`src/rtl/reg_pkg.sv`:
```
// Register-file constants, write-back source ids and the address decode helper
// shared by the write-back arbiter and the issue stage.
package reg_pkg;

  localparam int NUM_REGS       = 32;
  localparam int REG_ADDR_W     = 5;
  localparam int REG_FLOAT_BASE = 16;

  typedef enum logic [1:0] {
    WB_ALU = 2'd0,
    WB_FPU = 2'd1,
    WB_LSU = 2'd2
  } wb_src_t;

  // r0 is hard-wired zero, so its decode is all-zero.
  function automatic logic [NUM_REGS-1:0] onehot32(input logic [REG_ADDR_W-1:0] addr);
    logic [NUM_REGS-1:0] v;
    v = '0;
    if (addr != '0) v[addr] = 1'b1;
    return v;
  endfunction

  function automatic logic is_float_reg(input logic [REG_ADDR_W-1:0] addr);
    return addr >= REG_ADDR_W'(REG_FLOAT_BASE);
  endfunction

endpackage

```
`src/rtl/rr_arbiter.sv`:
```
// Round-robin arbiter: combinational one-hot grant from req and rr_ptr, pointer moves past the winner.
// Zero latency grant; a requester waits at most NREQ-1 cycles while others are served.
module rr_arbiter #(
  parameter int NREQ = 3,
  localparam int IDXW = (NREQ > 1) ? $clog2(NREQ) : 1
) (
  input  logic            clk,
  input  logic            rst,
  input  logic [NREQ-1:0] req,
  output logic [NREQ-1:0] gnt,
  output logic [IDXW-1:0] gnt_idx,
  output logic            gnt_vld
);

  logic [IDXW-1:0] rr_ptr;
  logic [IDXW-1:0] sel;
  int              idx;

  // Scan starting at rr_ptr, wrapping at NREQ; the first valid requester wins.
  always_comb begin
    gnt     = '0;
    gnt_idx = '0;
    gnt_vld = 1'b0;
    idx     = 0;
    sel     = '0;
    for (int k = 0; k < NREQ; k++) begin
      idx = int'(rr_ptr) + k;
      if (idx >= NREQ) idx = idx - NREQ;
      sel = IDXW'(idx);
      if (!gnt_vld && req[sel]) begin
        gnt_vld  = 1'b1;
        gnt[sel] = 1'b1;
        gnt_idx  = sel;
      end
    end
  end

  always_ff @(posedge clk or posedge rst) begin
    if (rst) begin
      rr_ptr <= '0;
    end else if (gnt_vld) begin
      rr_ptr <= (gnt_idx == IDXW'(NREQ - 1)) ? '0 : gnt_idx + 1'b1;
    end
  end

endmodule

```
`src/rtl/reg_wb_arbiter.sv`:
```
// Shares the register-file write port between ALU/FPU/LSU; grant in N, registered write in N+1.
// req_ready is combinational from req_valid and the rr pointer; pending never stalls requesters.
module reg_wb_arbiter
  import reg_pkg::*;
#(
  parameter int NREQ = 3,
  parameter int XLEN = 32
) (
  input  logic                                 clk,
  input  logic                                 rst,
  input  logic [NREQ-1:0]                      req_valid,
  input  logic [NREQ-1:0][REG_ADDR_W-1:0]      req_addr,
  input  logic [NREQ-1:0][XLEN-1:0]            req_data,
  output logic [NREQ-1:0]                      req_ready,
  input  logic                                 issue_valid,
  input  logic [REG_ADDR_W-1:0]                issue_addr,
  output logic [NUM_REGS-1:0]                  wr_enable,
  output logic [XLEN-1:0]                      wr_data,
  output logic [NUM_REGS-1:0]                  pending
);

  localparam int IDXW = (NREQ > 1) ? $clog2(NREQ) : 1;

  typedef struct packed {
    logic [NUM_REGS-1:0] en;
    logic [XLEN-1:0]     dat;
  } commit_t;

  logic [NREQ-1:0]       arb_req;
  logic [NREQ-1:0]       gnt;
  logic [IDXW-1:0]       gnt_idx;
  logic                  gnt_vld;
  logic [REG_ADDR_W-1:0] sel_addr;
  logic [XLEN-1:0]       sel_data;
  logic [NUM_REGS-1:0]   sel_onehot;
  logic [NUM_REGS-1:0]   sb_set;
  logic [NUM_REGS-1:0]   sb_clr;
  logic [NUM_REGS-1:0]   pend_nxt;
  logic [NUM_REGS-1:0]   pend_q;
  commit_t               commit_q;

  // Masking requests during reset keeps req_ready low while rst is high.
  assign arb_req = req_valid & {NREQ{~rst}};

  rr_arbiter #(
    .NREQ(NREQ)
  ) u_rr_arbiter (
    .clk     (clk),
    .rst     (rst),
    .req     (arb_req),
    .gnt     (gnt),
    .gnt_idx (gnt_idx),
    .gnt_vld (gnt_vld)
  );

  assign req_ready  = gnt;
  assign sel_addr   = req_addr[gnt_idx];
  assign sel_data   = req_data[gnt_idx];
  assign sel_onehot = onehot32(sel_addr);

  // Commit register; r0 writes are accepted but decode to an empty enable.
  always_ff @(posedge clk or posedge rst) begin
    if (rst) begin
      commit_q <= '0;
    end else if (gnt_vld) begin
      commit_q.en  <= sel_onehot;
      commit_q.dat <= sel_data;
    end else begin
      commit_q.en  <= '0;
    end
  end

  assign wr_enable = commit_q.en;
  assign wr_data   = commit_q.dat;

  // Set after clear: a same-cycle issue to the same register is a newer in-flight write.
  always_comb begin
    sb_set   = issue_valid ? onehot32(issue_addr) : '0;
    sb_clr   = gnt_vld ? sel_onehot : '0;
    pend_nxt = ((pend_q & ~sb_clr) | sb_set) & ~NUM_REGS'(1);
  end

  always_ff @(posedge clk or posedge rst) begin
    if (rst) begin
      pend_q <= '0;
    end else begin
      pend_q <= pend_nxt;
    end
  end

  assign pending = pend_q;

endmodule

```
`config.mk`:
```
export PLATFORM = sky130hd
export DESIGN_NAME = reg_wb_arbiter
export DESIGN_NICKNAME = d
export VERILOG_FILES = /design/src/rtl/reg_pkg.sv /design/src/rtl/rr_arbiter.sv /design/src/rtl/reg_wb_arbiter.sv
export SDC_FILE = /design/constraint.sdc
export NUM_CORES = 1
export LEC_CHECK = 0
export CAP_MARGIN = 15
export CORE_MARGIN = 4
export CORE_UTILIZATION = 38
export DETAILED_ROUTE_END_ITERATION = 8
export GPL_ROUTABILITY_DRIVEN = 0
export PLACE_DENSITY = 0.78
export SYNTH_ARGS = -nofsm -noshare
export SYNTH_HDL_FRONTEND = slang
export SYNTH_SLANG_ARGS = --single-unit
```
`constraint.sdc`:
```
create_clock -name clk -period 3.67 [get_ports clk]
set_input_delay 0.5505 -clock clk [delete_from_list [all_inputs] [get_ports clk]]
set_output_delay 0.5505 -clock clk [all_outputs]
set_load 0.005 [all_outputs]
```
* Word level (Yosys, flattened, before mapping)
Cells that the tools add are included.
** Cells by class
- Div/mod/pow operators :: 0
- Shifts and indexed selects :: 0
- Add/sub/neg operators :: 6
- Bitwise logic cells :: 7
- Reductions and logical operators :: 11
- Muxes and demuxes :: 37
- Magnitude comparators :: 14
- Multipliers :: 0
- Eq/ne operators :: 1
** Operators with widths (number)
- $mux W32 :: 5
- $bmux W32 S2 :: 1
- $and A32 B32 Y32 :: 1
- $not A32 Y32 :: 1
- $or A32 B32 Y32 :: 1
- $mux W2 :: 7
- $lt A2 B3 Y1 const B :: 4
- $lt A5 B6 Y1 const B :: 2
- $mux W1 :: 11
- $bmux W5 S2 :: 1
- $demux W1 S5 :: 2
- $ge A5 B1 Y1 const B :: 2
- $reduce_bool A5 Y1 :: 2
- $mux W3 :: 3
- $logic_and A1 B1 Y1 :: 7
- $bmux W1 S2 :: 3
- $demux W1 S2 :: 3
- $ge A2 B1 Y1 const B :: 3
- $ge A3 B2 Y1 const B :: 2
- $or A3 B3 Y3 :: 2
- $mux W5 :: 1
- $sub A2 B1 Y2 const B :: 2
- $add A2 B1 Y3 const B :: 1
- $add A2 B2 Y3 const B :: 1
- 7 further kinds :: 8
** Storage, ports and cells
- Bits in writable memories :: 0
- Output and inout port bits :: 99
- Latch bits :: 0
- Input bits :: 122
- Register bits after elaboration :: 97
- ROM bits :: 0
- Memories kept :: 0

* Logic depth before layout (Yosys ltp)
Gate-level depths: netlist of run 1.
- Depth in word-level cells :: 22
- Depth in mapped cells :: 13
- Depth with buffers taken out :: 9

* By module
Synthesis of run 1 repeated with hierarchy kept, for this count alone.
** Unflattened totals
- Cells, all modules :: 546
- Area total of the unflattened synthesis :: 5032.3 um2
** By module, submodules not included
- reg_wb_arbiter :: area an instance 4658.2 um2, instances 1, seq. area each 2377.3 um2, cells each 501
- rr_arbiter :: area an instance 374.1 um2, instances 1, seq. area each 50.0 um2, cells each 45

* Worst setup path after synthesis of run 1
Ideal clock, no wire load.
- Path type :: in2reg
- From :: input rst
- To :: register pend_q[7] (netlist: pending[7])
- Path buffers :: 2
- Stages :: 9
- Data required time :: 3542 ps
- Path slack :: -810 ps
- Library setup time :: 128 ps
- Arrival :: 4351 ps
- Path through :: inv_1 -> nand3_1 -> o32ai_2 -> buf_6 -> mux2_2 -> mux2i_4 -> buf_2 -> nand4_1 -> o2bb2ai_1
** On the way
- Word-level cells in the longest chain between the ends :: 22
** RTL lines
- start, declared :: RTL line reg_wb_arbiter.sv:10 : input logic rst,
- $not A1 Y1 * :: RTL line reg_wb_arbiter.sv:43 : assign arb_req = req_valid & {NREQ{~rst}};
- $and A3 B3 Y3 * :: RTL line reg_wb_arbiter.sv:43
- $bmux W1 S2 :: RTL line rr_arbiter.sv:30 : if (!gnt_vld && req[sel]) begin
- $mux W1 (not written as such) :: RTL line rr_arbiter.sv:30
- $mux W1 :: RTL line rr_arbiter.sv:30
- $logic_not A1 Y1 :: RTL line rr_arbiter.sv:30
- $logic_and A1 B1 Y1 :: RTL line rr_arbiter.sv:30
- $mux W1 :: RTL line rr_arbiter.sv:30
- (+7 left out)
- $mux W1 (not written as such) :: RTL line reg_pkg.sv:19 : if (addr != '0) v[addr] = 1'b1;
- $demux W1 S5 :: RTL line reg_pkg.sv:19
- $mux W32 :: RTL line reg_pkg.sv:19
- $mux W32 * :: RTL line reg_wb_arbiter.sv:79 : sb_clr = gnt_vld ? sel_onehot : '0;
- $not A32 Y32 * :: RTL line reg_wb_arbiter.sv:80 : pend_nxt = ((pend_q & ~sb_clr) | sb_set) & ~NUM_REGS'(1);
- $and A32 B32 Y32 * :: RTL line reg_wb_arbiter.sv:80
- $or A32 B32 Y32 * :: RTL line reg_wb_arbiter.sv:80
- net pend_nxt[7] :: RTL line reg_wb_arbiter.sv:38 : logic [NUM_REGS-1:0] pend_nxt;
- end signal, assigned :: RTL line reg_wb_arbiter.sv:87 : pend_q <= pend_nxt;
- end, declared :: RTL line reg_wb_arbiter.sv:39 : logic [NUM_REGS-1:0] pend_q;
Mark *: on every way through the listed nets, which the timed path passes. The rest lies on a longest branch. The select of a mux whose other input is x is not followed.
A chain may end at the register's enable or synchronous reset.

* Worst setup path in the final report of run 1
- From :: register u_rr_arbiter.rr_ptr[1]
- To :: register pend_q[17] (netlist: pending[17])
** On the way
- Word-level cells in the longest chain between the ends :: 22
** RTL lines
- start, declared :: RTL line rr_arbiter.sv:15 : logic [IDXW-1:0] rr_ptr;
- start signal, assigned :: RTL line rr_arbiter.sv:42 : rr_ptr <= (gnt_idx == IDXW'(NREQ - 1)) ? '0 : gnt_idx + 1'b1;
- parallel branches: the longest is 18 deep, another holds $add A2 B1 Y3
- $mux W32 * :: RTL line reg_wb_arbiter.sv:79
- $not A32 Y32 * :: RTL line reg_wb_arbiter.sv:80
- $and A32 B32 Y32 * :: RTL line reg_wb_arbiter.sv:80
- $or A32 B32 Y32 * :: RTL line reg_wb_arbiter.sv:80
- net pend_nxt[17] :: RTL line reg_wb_arbiter.sv:38
Mark *: on every way through the listed nets, which the timed path passes. The select of a mux whose other input is x is not followed.

==> out/results.ini, run 1 <==
[place]
preCtsSetupSlack_ps=123
io_buffer_count=219
hpwl_microns=11400

[power]
ir_drop_uv=306
power.leakage_nw=3.25
finalPower_mw=5.01
powerDensity_nw_per_um2=674

[global_route]
antenna_found_initial=0
grt_pass1_vias=4599
overflow=0
grt_pass1_wl_microns=22500
grt_usage_pct=19.5
grt_start_max_net_pins=73

[clocking]
post_cts_buffers=0
clk-insertion-delay-late_ps=350
clock-root-buffer=clkbuf_16
ctsHoldBuffers=0
htreeDepth=3
cts_max_path_buffers=2
clkTransAtPathRegs_ps=70
cts_buffers=9
cts.sinks=97
cts-resized-gates=0
cts_tree=built

[worst_setup_path]
cpMostUsedCell=mux2i_1
worst-path-max-fanout=15
reg2reg_depth=9
crit_chain=inv_1 -> ha_1 -> mux2i_1 -> mux2i_2 -> o32ai_4 -> mux2i_1 -> o21a_1 -> nand4_1 -> o2bb2ai_1
critPathLaunchType=flip-flop
crit_type=reg2reg
worstPathArrival_ps=3550
r2r-start=u_rr_arbiter.rr_ptr[1]
crit_buf_inv=1
r2r_slack_ps=320
crit_path_top_delay_cell=o32ai_4
reg2reg_to=pending[17]
path_delay_family=compound AO/OA/AOI/OAI gates
worst_path_largest_cell_delay_ps=640
cp-end-kind=flip-flop
required_ps=3880

[detailed_routing]
route.met3.wl_microns=1350
vias=4383
highest_layer=met4
avgViaCountPerCell=5.13
post_drt_wl_per_cell_microns=16.6
drt_iter0_markers=274
drc=0
drt-met1-wl_microns=5430
drtAntennaViolNets=0
wl_microns=14200
wl_met2_microns=7010
drt-pass1-iter-count=4

[layout]
num_antenna_cells=0
syn_to_final_growth_pct=54.5
fillCellCount=1053
num-nets-final=808
drive_above_1_share_pct=6.55

[floorplan]
initial_core_util_pct=39.4
die_h_microns=120
io_pins=221
die-area_sq_um=14500
die_w_microns=120
core-area_sq_um=12200
rows=40

[timing]
relSlewSlack_pct=41.1
rsz0062_at_grt=false
hold_viol_final=0
fmax_mhz=299
period_minus_slack_ps=3350
timing.hold.ws_ps=475
skew_ps=12.2
period_share_pct=91.2
drv_slew=0
finalWorstSetupSlack_ps=324
setup_violations=0
worst_pin_slew_ps=883

[outcome]
status=finished, final reports clean

[synthesis]
synth_cell_types=55
syn_area_per_cell_sq_um=10.1
async_reset_ff_share_pct=100
synth-seq-cells=97
synth_flop_cell=dfrtp_1
synth-warning-count=0
synth_edf_count=0
netlist_area_sq_um=4810
synth_seq_area_share_pct=50.5
syn_inst=477

[min_path]
hp-start=wr_data[6]
hold_path_depth=2
hp-class=reg2reg
hold_path_end=wr_data[6]

[run]
maxCapViolations=0

-- synth_stat cells, types with 2 or more instances --
master     count  share of area [%]
or3b_2         3               0.55
a22oi_1        5               0.78
mux2i_1       34                7.1
dfrtp_1       97                 50
o31a_1         2               0.36
nor2_1        35                2.7
clkbuf_1      14                1.1
nand3_1        5               0.52
o21ai_0       35                3.6
a21o_1         6               0.94
nor2b_1        2               0.26
a22o_1         2               0.36
nor3_1         2               0.21
o21a_1         2               0.31
buf_2          7               0.73
o21ai_1        2               0.21
nor4_1         3               0.39
nand2b_4       2               0.57
nand3b_1       6               0.94
nand2_1       35                2.7
buf_6          3               0.70
buf_4          5               0.78
nand4_1       29                3.8
inv_1         42                3.3
a21oi_1       37                3.9
buf_1          2               0.16
nand2b_1       3               0.39
ha_1           4                1.0
o2bb2ai_1     27                4.9
-- report_power, final --
group	internal [mW]	leakage (nW)	total, mW	switching [mW]
combinational	1.28	1.86	2.36	1.09
sequential	1.46	1.24	1.70	0.239
clock	0.488	0.151	0.943	0.455
total	3.23	3.25	5.01	1.78
-- registers in the layout, summed over array words and instances (netlist names) --
signal	count
pending	31
u_rr_arbiter.rr_ptr	2
wr_data	32
wr_enable	32
-- worst min-delay path: stages, from the launching register on --
cell     delay, ps
dfrtp_1        340
nand2_1         50
o21ai_0         60
-- layout make-up --
type	instances	area [sq um]	area share, %
multi-input cells	307	2080	28.1
inverters	43	165	2.22
flip-flops and latches	97	2430	32.7
well taps	168	210	2.83
clock inverters	7	83.8	1.13
repair buffers	224	2230	30.0
clock buffers	9	225	3.03
-- layer usage --
layer	vias to the layer above	track usage (%)
met2	243	34.9
met3	33	6.41
met1	2006	21.3
li1	2101	-
met5	-	0
met4	0	7.79
-- cell families after synthesis --
logic type / after synthesis / synth area share, %
AOI/OAI and AO/OA: 132 / 19.1
and+or+nand+nor: 132 / 14.4
DFF: 97 / 50.5
muxes: 37 / 8.07
buffers and inverters: 74 / 6.82
adders and majority gates: 4 / 1.04
other: 1 / 0.0780
-- how the worst max path moves through the flow --
stage | startpoint | endpoint | depth (start not counted)
3_5_place_dp | req_valid[2] | pending[6] | 8
3_3_place_gp | req_valid[2] | pending[6] | 8
2_1_floorplan | rst | pending[10] | 8
6_report | u_rr_arbiter.rr_ptr[1] | pending[17] | 9
5_1_grt | u_rr_arbiter.rr_ptr[0] | req_ready[0] | 10
4_1_cts | u_rr_arbiter.rr_ptr[0] | req_ready[0] | 10
-- cell usage in the layout, fill, tap and decap left out, types with 6 or more instances in the layout --
cell | netlist | routed
a21o_1 | 6 | 6
a21oi_1 | 37 | 36
clkbuf_16 | 0 | 9
clkdlybuf4s50_1 | 0 | 219
dfrtp_1 | 97 | 97
inv_1 | 42 | 41
mux2i_1 | 34 | 34
nand2_1 | 35 | 35
nand3b_1 | 6 | 6
nand4_1 | 29 | 29
nor2_1 | 35 | 35
o21ai_0 | 35 | 35
o2bb2ai_1 | 27 | 27
-- through the flow --
step           instance area [sq um]  cells  TNS [ps]  utilization [%]
3_5_place_dp                    7120    839         0             58.3
5_1_grt                         7420    855         0             60.8
2_1_floorplan                   4810    478      -471                -
4_1_cts                         7420    855         0             60.8
6_report                        7420    855         0             60.8
3_3_place_gp                    7120    839         0             58.3
No activity file was read; power rests on OpenSTA's default activity.
==> inputs of run 2 (changes only) <==
--- a/config.mk
+++ b/config.mk
@@ -8,8 +8,9 @@
 export CAP_MARGIN = 15
 export CORE_MARGIN = 4
 export CORE_UTILIZATION = 38
+export CTS_BUF_LIST = sky130_fd_sc_hd__clkbuf_8 sky130_fd_sc_hd__clkbuf_16
+export CTS_CLUSTER_SIZE = 20
 export DETAILED_ROUTE_END_ITERATION = 8
-export GPL_ROUTABILITY_DRIVEN = 0
 export PLACE_DENSITY = 0.78
 export SYNTH_ARGS = -nofsm -noshare
 export SYNTH_HDL_FRONTEND = slang
==> results of run 2 <==
The final DEF is identical to that of run 1; final timing and power are the same.
